--- src/rtl/peak_rank_sequencer_pkg.sv ---
// peak_rank_sequencer_pkg: FSM encoding, signed rail constants and peak-slice helper.
package peak_rank_sequencer_pkg;

    typedef enum logic [2:0] {
        IDLE,
        START,
        WAIT,
        STORE,
        NEXT,
        FINISH
    } state_t;

    // Rails are returned in 64 bits; callers keep the low dw bits.
    function automatic logic [63:0] max_pos(int dw);
        return (64'd1 << (dw - 1)) - 64'd1;
    endfunction

    function automatic logic [63:0] min_neg(int dw);
        return 64'd1 << (dw - 1);
    endfunction

    function automatic int slice_lo(int idx, int dw);
        return idx * dw;
    endfunction

endpackage

--- src/rtl/peak_rank_sequencer_limit_step.sv ---
// peak_rank_sequencer_limit_step: saturating val - GUARD with underflow flag.
module peak_rank_sequencer_limit_step
    import peak_rank_sequencer_pkg::*;
#(
    parameter int W     = 18,
    parameter int GUARD = 16
) (
    input  logic [W-1:0] val,
    output logic [W-1:0] res,
    output logic         underflow
);

    localparam logic [63:0] MN64 = min_neg(W);
    localparam logic [W-1:0] MINNEG = MN64[W-1:0];
    localparam logic signed [W:0] FLOOR = $signed({1'b1, MINNEG}) + (W+1)'(1);

    logic signed [W:0] diff;

    // One extra bit so the subtraction never wraps before the floor test.
    assign diff      = $signed({val[W-1], val}) - $signed((W+1)'(GUARD));
    assign underflow = diff < FLOOR;
    assign res       = underflow ? MINNEG : diff[W-1:0];

endmodule

--- src/rtl/peak_rank_sequencer.sv ---
// peak_rank_sequencer: ranks the NUM_PEAKS largest distinct values via repeated limited-max passes.
// Optional macro PEAK_SEQ_AUTO_EN: self-trigger a new run AUTO_GAP idle cycles after each run.
module peak_rank_sequencer
    import peak_rank_sequencer_pkg::*;
#(
    parameter int          DATA_WIDTH  = 18,
    parameter int          NUM_PEAKS   = 4,
    parameter int          GUARD       = 16,
    parameter logic [31:0] TIMEOUT_CNT = 32'd8192,
    parameter int          TO_WIDTH    = 32,
    parameter logic [31:0] AUTO_GAP    = 32'd1000
) (
    input  logic                            clk,
    input  logic                            rst_n,
    input  logic                            trig,
    output logic                            fnd_start,
    output logic [DATA_WIDTH-1:0]           fnd_limit,
    input  logic [DATA_WIDTH-1:0]           fnd_max,
    input  logic                            fnd_dready,
    output logic [NUM_PEAKS*DATA_WIDTH-1:0] peaks,
    output logic [3:0]                      peak_cnt,
    output logic                            busy,
    output logic                            done,
    output logic                            timeout
);

    localparam logic [63:0] MP64 = max_pos(DATA_WIDTH);
    localparam logic [63:0] MN64 = min_neg(DATA_WIDTH);
    localparam logic [DATA_WIDTH-1:0] MAXPOS = MP64[DATA_WIDTH-1:0];
    localparam logic [DATA_WIDTH-1:0] MINNEG = MN64[DATA_WIDTH-1:0];
    localparam logic [TO_WIDTH-1:0] TO_LAST = TO_WIDTH'(TIMEOUT_CNT - 32'd1);

    state_t                state, nxt;
    logic [2:0]            pass;
    logic [3:0]            found;
    logic [DATA_WIDTH-1:0] cap;
    logic [DATA_WIDTH-1:0] work [NUM_PEAKS];
    logic [DATA_WIDTH-1:0] step_res;
    logic                  step_uf;
    logic                  last;
    logic [TO_WIDTH-1:0]   to_cnt;
    logic                  go;

    peak_rank_sequencer_limit_step #(
        .W    (DATA_WIDTH),
        .GUARD(GUARD)
    ) u_limit_step (
        .val      (cap),
        .res      (step_res),
        .underflow(step_uf)
    );

    assign last = pass == 3'(NUM_PEAKS - 1);

`ifdef PEAK_SEQ_AUTO_EN
    logic                gap_act;
    logic [TO_WIDTH-1:0] gap_cnt;

    assign go = trig || (gap_act && gap_cnt == TO_WIDTH'(AUTO_GAP - 32'd1));

    always_ff @(posedge clk or negedge rst_n) begin
        if (!rst_n) begin
            gap_act <= 1'b0;
            gap_cnt <= '0;
        end else if (state == FINISH) begin
            gap_act <= 1'b1;
            gap_cnt <= '0;
        end else if (state == IDLE) begin
            if (go)
                gap_act <= 1'b0;
            else if (gap_act)
                gap_cnt <= gap_cnt + 1'b1;
        end
    end
`else
    logic unused_auto_gap;

    assign go              = trig;
    assign unused_auto_gap = ^AUTO_GAP;
`endif

    always_comb begin
        nxt       = state;
        fnd_start = state == START;
        busy      = state == START || state == WAIT || state == STORE || state == NEXT;
        done      = state == FINISH;
        case (state)
            IDLE:    nxt = go ? START : IDLE;
            START:   nxt = WAIT;
            WAIT:    nxt = fnd_dready ? STORE : (to_cnt == TO_LAST ? FINISH : WAIT);
            STORE:   nxt = cap == MINNEG ? FINISH : NEXT;
            NEXT:    nxt = (last || step_uf) ? FINISH : START;
            FINISH:  nxt = IDLE;
            default: nxt = IDLE;
        endcase
    end

    always_ff @(posedge clk or negedge rst_n) begin
        if (!rst_n) begin
            state     <= IDLE;
            pass      <= '0;
            found     <= '0;
            cap       <= MINNEG;
            to_cnt    <= '0;
            fnd_limit <= MAXPOS;
            timeout   <= 1'b0;
            peak_cnt  <= '0;
            peaks     <= {NUM_PEAKS{MINNEG}};
            for (int i = 0; i < NUM_PEAKS; i++)
                work[i] <= MINNEG;
        end else begin
            state <= nxt;
            case (state)
                IDLE: if (go) begin
                    pass      <= '0;
                    found     <= '0;
                    fnd_limit <= MAXPOS;
                    timeout   <= 1'b0;
                    for (int i = 0; i < NUM_PEAKS; i++)
                        work[i] <= MINNEG;
                end
                START: to_cnt <= '0;
                WAIT: begin
                    to_cnt <= to_cnt + 1'b1;
                    if (fnd_dready)
                        cap <= fnd_max;
                    else if (to_cnt == TO_LAST)
                        timeout <= 1'b1;
                end
                STORE: if (cap != MINNEG) begin
                    found <= found + 4'd1;
                    for (int i = 0; i < NUM_PEAKS; i++)
                        if (pass == 3'(i))
                            work[i] <= cap;
                end
                NEXT: if (!last && !step_uf) begin
                    fnd_limit <= step_res;
                    pass      <= pass + 3'd1;
                end
                default: ;
            endcase
            // Results land on the edge into FINISH so they are valid while done is high.
            if (nxt == FINISH && state != FINISH) begin
                peak_cnt <= found;
                for (int i = 0; i < NUM_PEAKS; i++)
                    peaks[slice_lo(i, DATA_WIDTH) +: DATA_WIDTH] <= work[i];
            end
        end
    end

endmodule

--- config.mk ---
export PLATFORM = sky130hd
export DESIGN_NAME = peak_rank_sequencer
export DESIGN_NICKNAME = d
export VERILOG_FILES = /design/src/rtl/peak_rank_sequencer_pkg.sv /design/src/rtl/peak_rank_sequencer_limit_step.sv /design/src/rtl/peak_rank_sequencer.sv
export SDC_FILE = /design/constraint.sdc
export NUM_CORES = 1
export LEC_CHECK = 0
export ABC_AREA = 1
export BUFFER_PORTS_ARGS = -buffer_cell sky130_fd_sc_hd__buf_4
export CAP_MARGIN = 30
export CORE_AREA = 3 3 110 217
export DETAILED_ROUTE_END_ITERATION = 8
export DIE_AREA = 0 0 113 220
export GPL_ROUTABILITY_DRIVEN = 0
export GPL_TIMING_DRIVEN = 0
export PLACE_DENSITY_LB_ADDON = 0.1
export SETUP_SLACK_MARGIN = 0.4
export SYNTH_ARGS = -nofsm -noshare
export SYNTH_HDL_FRONTEND = slang
export SYNTH_SLANG_ARGS = --single-unit
--- constraint.sdc ---
create_clock -name clk -period 3.12 [get_ports clk]
set_input_delay 0.468 -clock clk [delete_from_list [all_inputs] [get_ports clk]]
set_output_delay 0.468 -clock clk [all_outputs]
set_load 0.1 [all_outputs]
==> summary.txt, run 1 <==
Global routing
  – Initial antenna violation count: 0
  – Grt total ovfl: 0
  – First-pass GRT wire length: 43,100 um
  – Vias in the first global route: approximately 8,300
  – Total GRT Usage: 21.7%
  – Largest net degree at the start of global routing: 117

Final layout
  – Fillers: 2,187
  – Area growth, synth to finish: 21.5%
  – Fin nets: between 1,000 and 1,500
  – Sequential cell area: 0.00571 mm2
  – Area of the multi-input gates: 0.00378 mm2
  – Final Instance Count excl. Fillers: ~1,600
  – Share of cells above drive strength 1: 20.6%
  – N_diodes: 0

Clocking
  – Clock Sinks: around 230
  – Clock Latency Late Sink: 0.52 ns
  – Clock root cell: clkbuf_16
  – # hold bufs at CTS: 0
  – Max Root-Sink Buffers: 3
  – CTS clk-pin slew, worst paths: 0.07 ns
  – Number of buffers created by CTS: 21
  – CTS tree: yes
  – Htree depth: 1

Placement
  – # placed instances: ~1,500
  – IO Port Bufs: 119
  – Dpl hpwl: 19,800 um

Synthesis
  – Synth top area cells: dfrtp_1, nand2_1, dfstp_2, nand3_1, o21ai_0
  – Mapped Avg Cell Area: between 8 and 9 um2
  – Count leader, synth: nand2_1
  – Sequential share of the synthesized area: 57.2%
  – Syn. warnings: 0
  – Most frequent cells after synthesis: nand2_1, dfrtp_1, nand3_1
  – Dominant cell type by area after synthesis: dfrtp_1
  – Post-synth top area share: between 50% and 60%
  – Mapped cell area: about 0.010 mm2
  – Synth async-reset ratio: between 90% and 100%
  – Syn Inst Count: about 1,100
  – Post-synthesis register bit count: about 230
  – Main synth FF type: dfrtp_1
  – Synth unique cells: between 40 and 50
  – EDFF count, synth: 0
  – Post-Syn Nets: 1,178

Critical path
  – Crit-path max FO: 10
  – RR Startpoint: to_cnt[0]$_DFFE_PN0P_
  – Critical path required time: about 3.6 ns
  – Worst path cell trace: ha_2 -> nand3_2 -> nor2_4 -> nand4_4 -> inv_2 -> nand2_2 -> nor2_4 -> inv_2 -> nor3_4 -> o21ai_2 -> nor2_4 -> buf_1 -> nand3_1 -> nand2_1
  – CP delay by family, top: simple AND/OR/NAND/NOR gates
  – CP max stage delay: around 0.39 ns
  – CP max-delay cell: dfrtp_1
  – Arrival time at the worst endpoint: 3.03 ns
  – Critical Path Most Common Cell: nor2_4
  – R2r endpoint: peaks[15]$_DFFE_PN0P_
  – Reg2reg path depth: 14
  – Buf/Inv on CP: 3
  – R2R Setup Slk: around 0.55 ns
  – Crit path kind: reg2reg
  – Setup crit end kind: flip-flop
  – Type of origin of the critical path: flip-flop

Timing
  – Max Freq: roughly 390 MHz
  – Final Hold Fails: 0
  – Clock Skew: 0.0176 ns
  – Finish-stage setup viols: 0
  – Fin crit share: 82.5%
  – Unrepaired setup endpoints after global routing: false
  – Worst slew pin tran: ~0.9 ns
  – Final Max Tran Viols: 0
  – Crit path time final: around 2.6 ns
  – WHS: around 0.032 ns
  – Max_slew headroom: between 40% and 50%

Min path
  – Hold Path Class: in2async

Floorplan
  – Starting density of the core: approximately 45%
  – Die area: around 0.025 mm2
  – Chip width: 113 um
  – Ports: 120
  – Cell row count: slightly below 80
  – Die H: about 220 um
  – CORE AREA: around 0.022 mm2

Route
  – Via/cell ratio: about 5
  – Number of DRC markers in iteration 0: ~420
  – Drt pass-1 iters: 5
  – Post-route DRC violation count: 0
  – Post-Route WL: 26,800 um
  – Routed via count: 8,131
  – Routed WL per cell: between 15 and 20 um
  – Post-DRT Antenna Nets: 0

Run status
  – Status: completed

Job
  – Max-cap violation count: 0
## stage by stage
stage | setup TNS [ns] | setup WS (ns) | util, % | area (um2)
after floorplan | 0 | 0.130 | - | 10000
after global placement | -31.92 | -0.187 | 50.3 | 11200
after detailed placement | 0 | 0.284 | 50.5 | 11300
after CTS | 0 | 0.402 | 53.7 | 12000
after global routing | 0 | 0.377 | 54.3 | 12100
final | 0 | 0.547 | 54.3 | 12100
## metal layers
metal  GRT usage, %  vias up  share of wire [%]
met5              0        -                  0
met4           9.51        0                3.9
met3           2.58       49                4.0
met2           40.4      202                 54
met1           24.7     3862                 38
li1               -     4018                  -
## cells by family (layout without fill, tap and decap cells)
group | count (synthesis) | count (layout) | share of synthesized area, %
flip-flops | 227 | 227 | 57.2
adder cells (fa/ha/maj) | 8 | 8 | 1.00
buffers and inverters | 138 | 299 | 5.93
XOR/XNOR | 6 | 6 | 0.526
AO/OA/AOI/OAI | 173 | 173 | 9.13
AND/OR/NAND/NOR | 588 | 588 | 25.4
multiplexers | 8 | 8 | 0.802
## final cells by class
cell class,count,area share [%]
clock buffer,29,4.99
clock inverter,9,0.856
timing repair buffer,123,7.94
inverter,88,2.77
buffer,50,2.33
sequential,227,47.1
tap,276,2.85
multi-input combinational,783,31.2
## registers in the layout (all words and copies together), names as in the netlist
name / flops
peaks: 72
fnd_limit: 18
work: 72
cap: 18
state: 3
peak_cnt: 4
timeout: 1
to_cnt: 32
pass: 3
found: 4
## worst max path at each step
stage,start,to,slack [ns],cells after the start
global placement,rst_n,peaks[26]$_DFFE_PN0P_,-0.19,1
detailed placement,cap[4]$_DFFE_PN0P_,peaks[51]$_DFFE_PN0P_,0.28,18
global route,cap[8]$_DFFE_PN0P_,work[36]$_DFFE_PN0P_,0.38,9
CTS,state[1]$_DFF_PN0_,busy,0.40,8
finish,to_cnt[0]$_DFFE_PN0P_,peaks[15]$_DFFE_PN0P_,0.55,14
floorplan,state[0]$_DFF_PN0_,busy,0.13,5
## cell usage in the layout (no fill, tap or decap), types with 4 or more instances in the layout
| cell type | n |
|---|---|
| nor2_1 | 78 |
| clkbuf_16 | 21 |
| clkbuf_8 | 5 |
| nor3_1 | 13 |
| mux2i_1 | 8 |
| dfrtp_1 | 201 |
| nand2_2 | 15 |
| nand3_1 | 110 |
| ha_1 | 6 |
| xor2_1 | 5 |
| buf_4 | 122 |
| buf_2 | 17 |
| o21ai_0 | 95 |
| o21ai_1 | 14 |
| nor2_4 | 8 |
| clkbuf_1 | 17 |
| nand4_1 | 6 |
| dfstp_2 | 26 |
| inv_1 | 75 |
| buf_6 | 7 |
| buf_1 | 5 |
| inv_2 | 9 |
| nand2_1 | 336 |
| a21oi_1 | 49 |
| nor4_1 | 4 |
## timing repair
action	4_1_cts	5_1_grt
endpoints found under the setup margin	78	145
resized for setup	9	30
gates cloned	0	0
pin swaps	0	5
setup buffers	0	3
endpoints found under the hold margin	0	0
Power of run 1 is left out: the tool's default activity adds up to more than one toggle a clock period on the data nets, which glitch-free logic cannot reach.
==> run 2, diff against run 1 <==
- clock period: 3.12 -> 2.1 ns (I/O delays scaled with it)
==> summary.txt, run 2 (same netlist as run 1, synthesis figures left out) <==
Timing
  – Max_slew headroom: 61.1% (was 40.8%)
  – Setup slack after layout: -0.352 ns (was 0.547 ns)
  – Finish-stage setup viols: 159 (was 0)
  – Final Max Tran Viols: 0 (unchanged)
  – Crit path time final: 2.45 ns (was 2.57 ns)
  – Clock Skew: 0.0107 ns (was 0.0176 ns)
  – Unrepaired setup endpoints after global routing: true (was false)
  – Final Hold Fails: 0 (unchanged)
  – Fin crit share: 117% (was 82.5%)
  – Worst slew pin tran: 0.581 ns (was 0.888 ns)
  – Max Freq: 408 MHz (was 389 MHz)

Floorplan
  – Cell row count: 77 (unchanged)
  – Starting density of the core: 44.7% (unchanged)
  – Die area: 0.0249 mm2 (unchanged)
  – Ports: 120 (unchanged)
  – Chip width: 113 um (unchanged)
  – Die H: 220 um (unchanged)
  – CORE AREA: 0.0224 mm2 (unchanged)

Final layout
  – Fin nets: 1,430 (was 1,324)
  – Most frequent cells in the layout: nand2_1, dfrtp_1, buf_4 (unchanged)
  – Design area: 0.0149 mm2 (was 0.0121 mm2)
  – Area of the multi-input gates: 0.00483 mm2 (was 0.00378 mm2)
  – Share of cells above drive strength 1: 43.3% (was 20.6%)
  – Regs by FF count: peaks (72), work (72), to_cnt (32) (unchanged)
  – Commonest non-fill, non-tap cell in the layout: nand2_1 (unchanged)
  – Sequential cell area: 0.00572 mm2 (was 0.00571 mm2)
  – Area growth, synth to finish: 49.2% (was 21.5%)
  – N_diodes: 0 (unchanged)
  – Fillers: 1,819 (was 2,187)

Clocking
  – CTS clk-pin slew, worst paths: 0.07 ns (about the same)
  – Clock Sinks: 227 (unchanged)
  – Number of buffers created by CTS: 21 (unchanged)
  – Htree depth: 1 (unchanged)
  – Clock Latency Late Sink: 0.50 ns (was 0.52 ns)
  – CTS tree: yes (unchanged)
  – Clock root cell: clkbuf_16 (unchanged)
  – Max Root-Sink Buffers: 3 (unchanged)

Route
  – Post-route DRC violation count: 0 (unchanged)
  – Post-DRT Antenna Nets: 0 (unchanged)
  – Routed WL per cell: 17.8 um (was 16.9 um)
  – Post-Route WL: 30,100 um (was 26,800 um)
  – Drt pass-1 iters: 5 (unchanged)
  – Number of DRC markers in iteration 0: 383 (was 424)
  – Via/cell ratio: 5.18 (was 5.13)
  – Routed via count: 8,748 (was 8,131)

Min path
  – Hold Path Class: in2reg (was in2async)

Critical path
  – Setup crit end kind: flip-flop (unchanged)
  – R2R Setup Slk: -0.35 ns (was 0.55 ns)
  – Critical path required time: 2.49 ns (was 3.58 ns)
  – Type of origin of the critical path: flip-flop (unchanged)
  – Crit-path max FO: 7 (was 10)
  – Crit path kind: reg2reg (unchanged)
  – Arrival time at the worst endpoint: 2.84 ns (was 3.03 ns)

Global routing
  – GRT met3 Usage: 2.61% (was 2.58%)
  – Largest net degree at the start of global routing: 100 (was 117)
  – Met2 Usage GRT: 42.5% (was 40.4%)
  – Gr busiest metal: met2 (unchanged)
  – M1 GR Usage: 24.9% (was 24.7%)
  – Vias in the first global route: 8,721 (was 8,309)
  – First-pass GRT wire length: 45,200 um (was 43,100 um)
  – Initial antenna violation count: 0 (unchanged)
  – Grt total ovfl: 0 (unchanged)
  – Total GRT Usage: 22.8% (was 21.7%)

Placement
  – Dpl cell area: 0.0116 mm2 (was 0.0113 mm2)
  – Dpl hpwl: 20,000 um (was 19,800 um)
  – IO Port Bufs: 119 (unchanged)

Run status
  – Status: finished, violations left (was completed)
  – Failing checks: negative setup slack

Job
  – Max-cap violation count: 0 (unchanged)
run 2: cell count changes in the layout (fill, tap and decap cells not counted), sizes merged:
| cell | delta |
|---|---|
| inv | +1 |
| bufinv | -1 |
| dlygate4sd3 | +1 |
| clkinvlp | -1 |
| clkbuf | +6 |
| buf | +102 |
| clkinv | -3 |
run 2: critical path, stage by stage, from the launching register on:
cell,delay (ns)
dfrtp_1,0.40
ha_2,0.23
nand3_4,0.09
nor2_4,0.15
nand4_4,0.11
inv_2,0.09
nand2_2,0.07
nor2_4,0.11
inv_2,0.05
nor3_4,0.15
o21ai_2,0.10
nor2_4,0.25
nand2_8,0.10
buf_12,0.16
clkbuf_16,0.16
nand2_2,0.05
nand2_1,0.04
run 2: what timing repair did:
action / in CTS / in global routing
gates cloned: 11 / 13
resized for setup: 159 / 258
endpoints found under the setup margin: 224 / 227
hold buffers: 1 / 0
hold endpoints to repair: 36 / 0
setup buffers: 48 / 35
pin swaps: 41 / 44
run 2: routing by layer:
| layer | up-vias | share of wire [%] |
|---|---|---|
| met5 | - | 0 |
| met4 | 0 | 5.6 |
| met3 | 73 | 3.3 |
| met2 | 187 | 56 |
| met1 | 4238 | 35 |
| li1 | 4250 | - |
run 2: path summary, 6_finish.rpt:
| path | start | end | depth (start not counted) |
|---|---|---|---|
| worst max register to register | to_cnt[0]$_DFFE_PN0P_ | peaks[69]$_DFFE_PN0P_ | 16 |
| min in group asynchronous | rst_n | cap[4]$_DFFE_PN0P_ | 2 |
| worst max-delay path | to_cnt[0]$_DFFE_PN0P_ | peaks[69]$_DFFE_PN0P_ | 16 |
| worst min register to register | peaks[53]$_DFFE_PN1P_ | peaks[53]$_DFFE_PN1P_ | 2 |
| max in group asynchronous | rst_n | state[2]$_DFF_PN0_ | 4 |
| worst min-delay path | fnd_max[4] | cap[4]$_DFFE_PN0P_ | 3 |
run 2: cell type report:
type                    instances  area share [%]
repair buffers                228            15.7
multi-input cells             783            32.4
plain buffers                  50            4.17
clock buffers                  33            4.17
repair inverters                1          0.0756
well taps                     276            2.32
inverters                      88            2.41
clock inverters                 4           0.344
flip-flops and latches        227            38.4
run 2: through the flow:
stage	setup WS [ns]	util, %	cells	TNS (ns)	hold slack (ns)
after floorplan	-0.157	-	1148	-4.91	0.0194
final	-0.352	66.6	1690	-32.12	0.0200
after global placement	-1.06	51.6	1543	-259.16	0.450
after detailed placement	-0.563	51.9	1545	-45.35	0.207
after global routing	-0.490	66.6	1690	-52.83	0.0194
after CTS	-0.299	60.0	1642	-23.82	0.000800
Power of run 2 is left out for the same reason.
==> run 3, diff against run 2 <==
- clock period: 2.1 -> 2.9 ns (I/O delays scaled with it)
==> summary.txt, run 3 (same netlist as run 1, synthesis figures left out) <==
Clocking
  – Number of buffers created by CTS: 21 (unchanged)
  – CTS clk-pin slew, worst paths: 0.07 ns (about the same)
  – Clock Latency Late Sink: 0.52 ns (was 0.50 ns)
  – Max Root-Sink Buffers: 3 (unchanged)
  – Clock Sinks: 227 (unchanged)
  – Htree depth: 1 (unchanged)
  – Clock root cell: clkbuf_16 (unchanged)
  – CTS tree: yes (unchanged)

Critical path
  – Arrival time at the worst endpoint: 2.90 ns (was 2.84 ns)
  – CP delay by family, top: simple AND/OR/NAND/NOR gates (unchanged)
  – Critical Path Most Common Cell: nand2_1 (was nor2_4)
  – Worst path cell trace: inv_2 -> ha_4 -> nand3_4 -> nor2_4 -> nand2_1 -> nand2_1 -> nand2_1 -> inv_1 -> nand2_1 -> nor2_1 -> nand2_1 -> nand2_2 -> nand2_4 -> nand2_1 -> nand2_2 -> nand2_4 -> nand2_8 -> buf_12 -> clkbuf_16 -> nand2_2 -> nand2_1 (was ha_2 -> nand3_4 -> nor2_4 -> nand4_4 -> inv_2 -> nand2_2 -> nor2_4 -> inv_2 -> nor3_4 -> o21ai_2 -> nor2_4 -> nand2_8 -> buf_12 -> clkbuf_16 -> nand2_2 -> nand2_1)
  – R2r endpoint: peaks[50]$_DFFE_PN0P_ (was peaks[69]$_DFFE_PN0P_)
  – Setup crit end kind: flip-flop (unchanged)
  – Critical path origin: cap[5]$_DFFE_PN0P_ (was to_cnt[0]$_DFFE_PN0P_)
  – Buf/Inv on CP: 4 (unchanged)
  – Crit-path max FO: 8 (was 7)
  – CP max-delay cell: dfrtp_1 (unchanged)
  – RR Startpoint: cap[5]$_DFFE_PN0P_ (was to_cnt[0]$_DFFE_PN0P_)
  – Critical path required time: 3.31 ns (was 2.49 ns)
  – R2R Setup Slk: 0.40 ns (was -0.35 ns)
  – Type of origin of the critical path: flip-flop (unchanged)
  – Reg2reg path depth: 21 (was 16)
  – CP max stage delay: 0.40 ns (about the same)
  – Crit path kind: reg2reg (unchanged)

Timing
  – Max Freq: 400 MHz (was 408 MHz)
  – Final Max Tran Viols: 0 (unchanged)
  – Final Hold Fails: 1 (was 0)
  – Finish-stage setup viols: 0 (was 159)
  – Clock Skew: 0.0155 ns (was 0.0107 ns)
  – WHS: -0.00160 ns (was 0.0200 ns)
  – Worst slew pin tran: 0.891 ns (was 0.581 ns)
  – Max_slew headroom: 40.6% (was 61.1%)
  – Fin crit share: 86.2% (was 117%)
  – Crit path time final: 2.50 ns (was 2.45 ns)
  – Setup slack after layout: 0.401 ns (was -0.352 ns)
  – Unrepaired setup endpoints after global routing: true (unchanged)

Floorplan
  – CORE AREA: 0.0224 mm2 (unchanged)
  – Chip width: 113 um (unchanged)
  – Starting density of the core: 44.7% (unchanged)
  – Ports: 120 (unchanged)
  – Die H: 220 um (unchanged)
  – Cell row count: 77 (unchanged)
  – Die area: 0.0249 mm2 (unchanged)

Route
  – Number of DRC markers in iteration 0: 436 (was 383)
  – Post-route DRC violation count: 0 (unchanged)
  – Post-Route WL: 27,400 um (was 30,100 um)
  – Routed via count: 8,250 (was 8,748)
  – Drt pass-1 iters: 5 (unchanged)
  – Routed WL per cell: 17.0 um (was 17.8 um)
  – Post-DRT Antenna Nets: 0 (unchanged)
  – Met2 wire len: 14,800 um (was 16,700 um)
  – Highest Signal Layer: met4 (unchanged)
  – Met3 WL: 1110 um (was 1010 um)
  – M1 WL: 10,400 um (was 10,700 um)
  – Via/cell ratio: 5.11 (was 5.18)

Final layout
  – Fillers: 2,109 (was 1,819)
  – Commonest non-fill, non-tap cell in the layout: nand2_1 (unchanged)
  – Most frequent cells in the layout: nand2_1, dfrtp_1, buf_4 (unchanged)
  – Regs by FF count: peaks (72), work (72), to_cnt (32) (unchanged)
  – Share of cells above drive strength 1: 27.4% (was 43.3%)
  – Sequential cell area: 0.00572 mm2 (about the same)
  – Area growth, synth to finish: 28.5% (was 49.2%)
  – Fin nets: 1,355 (was 1,430)
  – Area of the multi-input gates: 0.00406 mm2 (was 0.00483 mm2)
  – N_diodes: 0 (unchanged)
  – Final Instance Count excl. Fillers: 1,616 (was 1,690)

Global routing
  – Total GRT Usage: 21.8% (was 22.8%)
  – First-pass GRT wire length: 43,300 um (was 45,200 um)
  – Grt total ovfl: 0 (unchanged)
  – Initial antenna violation count: 0 (unchanged)
  – Largest net degree at the start of global routing: 117 (was 100)
  – Vias in the first global route: 8,364 (was 8,721)

Run status
  – Failing checks: negative hold slack (was negative setup slack)
  – Status: finished, violations left (unchanged)

Job
  – Max-cap violation count: 0 (unchanged)

Placement
  – IO Port Bufs: 119 (unchanged)
  – Placement Setup Slack: 0.0635 ns (was -0.563 ns)
  – Dpl hpwl: 19,800 um (was 20,000 um)
  – # placed instances: 1,544 (was 1,545)

Min path
  – Hold Path Class: in2async (was in2reg)
run 3: area by class of cell:
type | count | area share, %
Multi-Input combinational cell | 783 | 31.6
Clock inverter | 9 | 0.809
Inverter | 88 | 2.67
Clock buffer | 29 | 4.72
Tap cell | 276 | 2.69
Timing Repair Buffer | 154 | 10.0
Buffer | 50 | 2.91
Sequential cell | 227 | 44.5
run 3: worst max path at each step:
stage | slack (ns) | to | cells past startpoint
after floorplan | -0.06 | busy | 5
after global placement | -0.37 | peaks[26]$_DFFE_PN0P_ | 1
after detailed placement | 0.06 | peaks[51]$_DFFE_PN0P_ | 18
after CTS | 0.36 | busy | 6
after global routing | 0.22 | peaks[57]$_DFFE_PN0P_ | 18
final | 0.40 | peaks[50]$_DFFE_PN0P_ | 21
run 3: timing repair:
| action | CTS | global route |
|---|---|---|
| cloned | 0 | 4 |
| setup endpoints to repair | 163 | 170 |
| buffers inserted | 3 | 27 |
| hold buffers | 0 | 0 |
| gates resized for setup | 43 | 115 |
| pin swaps | 4 | 15 |
| hold endpoints to repair | 0 | 0 |
run 3: layer usage:
metal / track usage [%] / up-vias
li1: - / 4082
met1: 24.7 / 3917
met2: 40.5 / 198
met3: 2.64 / 53
met4: 9.43 / 0
met5: 0 / -
run 3: through the flow:
step,area [um2],util (%),TNS (ns)
final,12800,57.4,0
after global routing,12800,57.4,0
after CTS,12200,54.4,0
after detailed placement,11300,50.5,0
after global placement,11200,50.3,-69.51
after floorplan,10000,-,-0.0572
Power of run 3 is left out for the same reason.
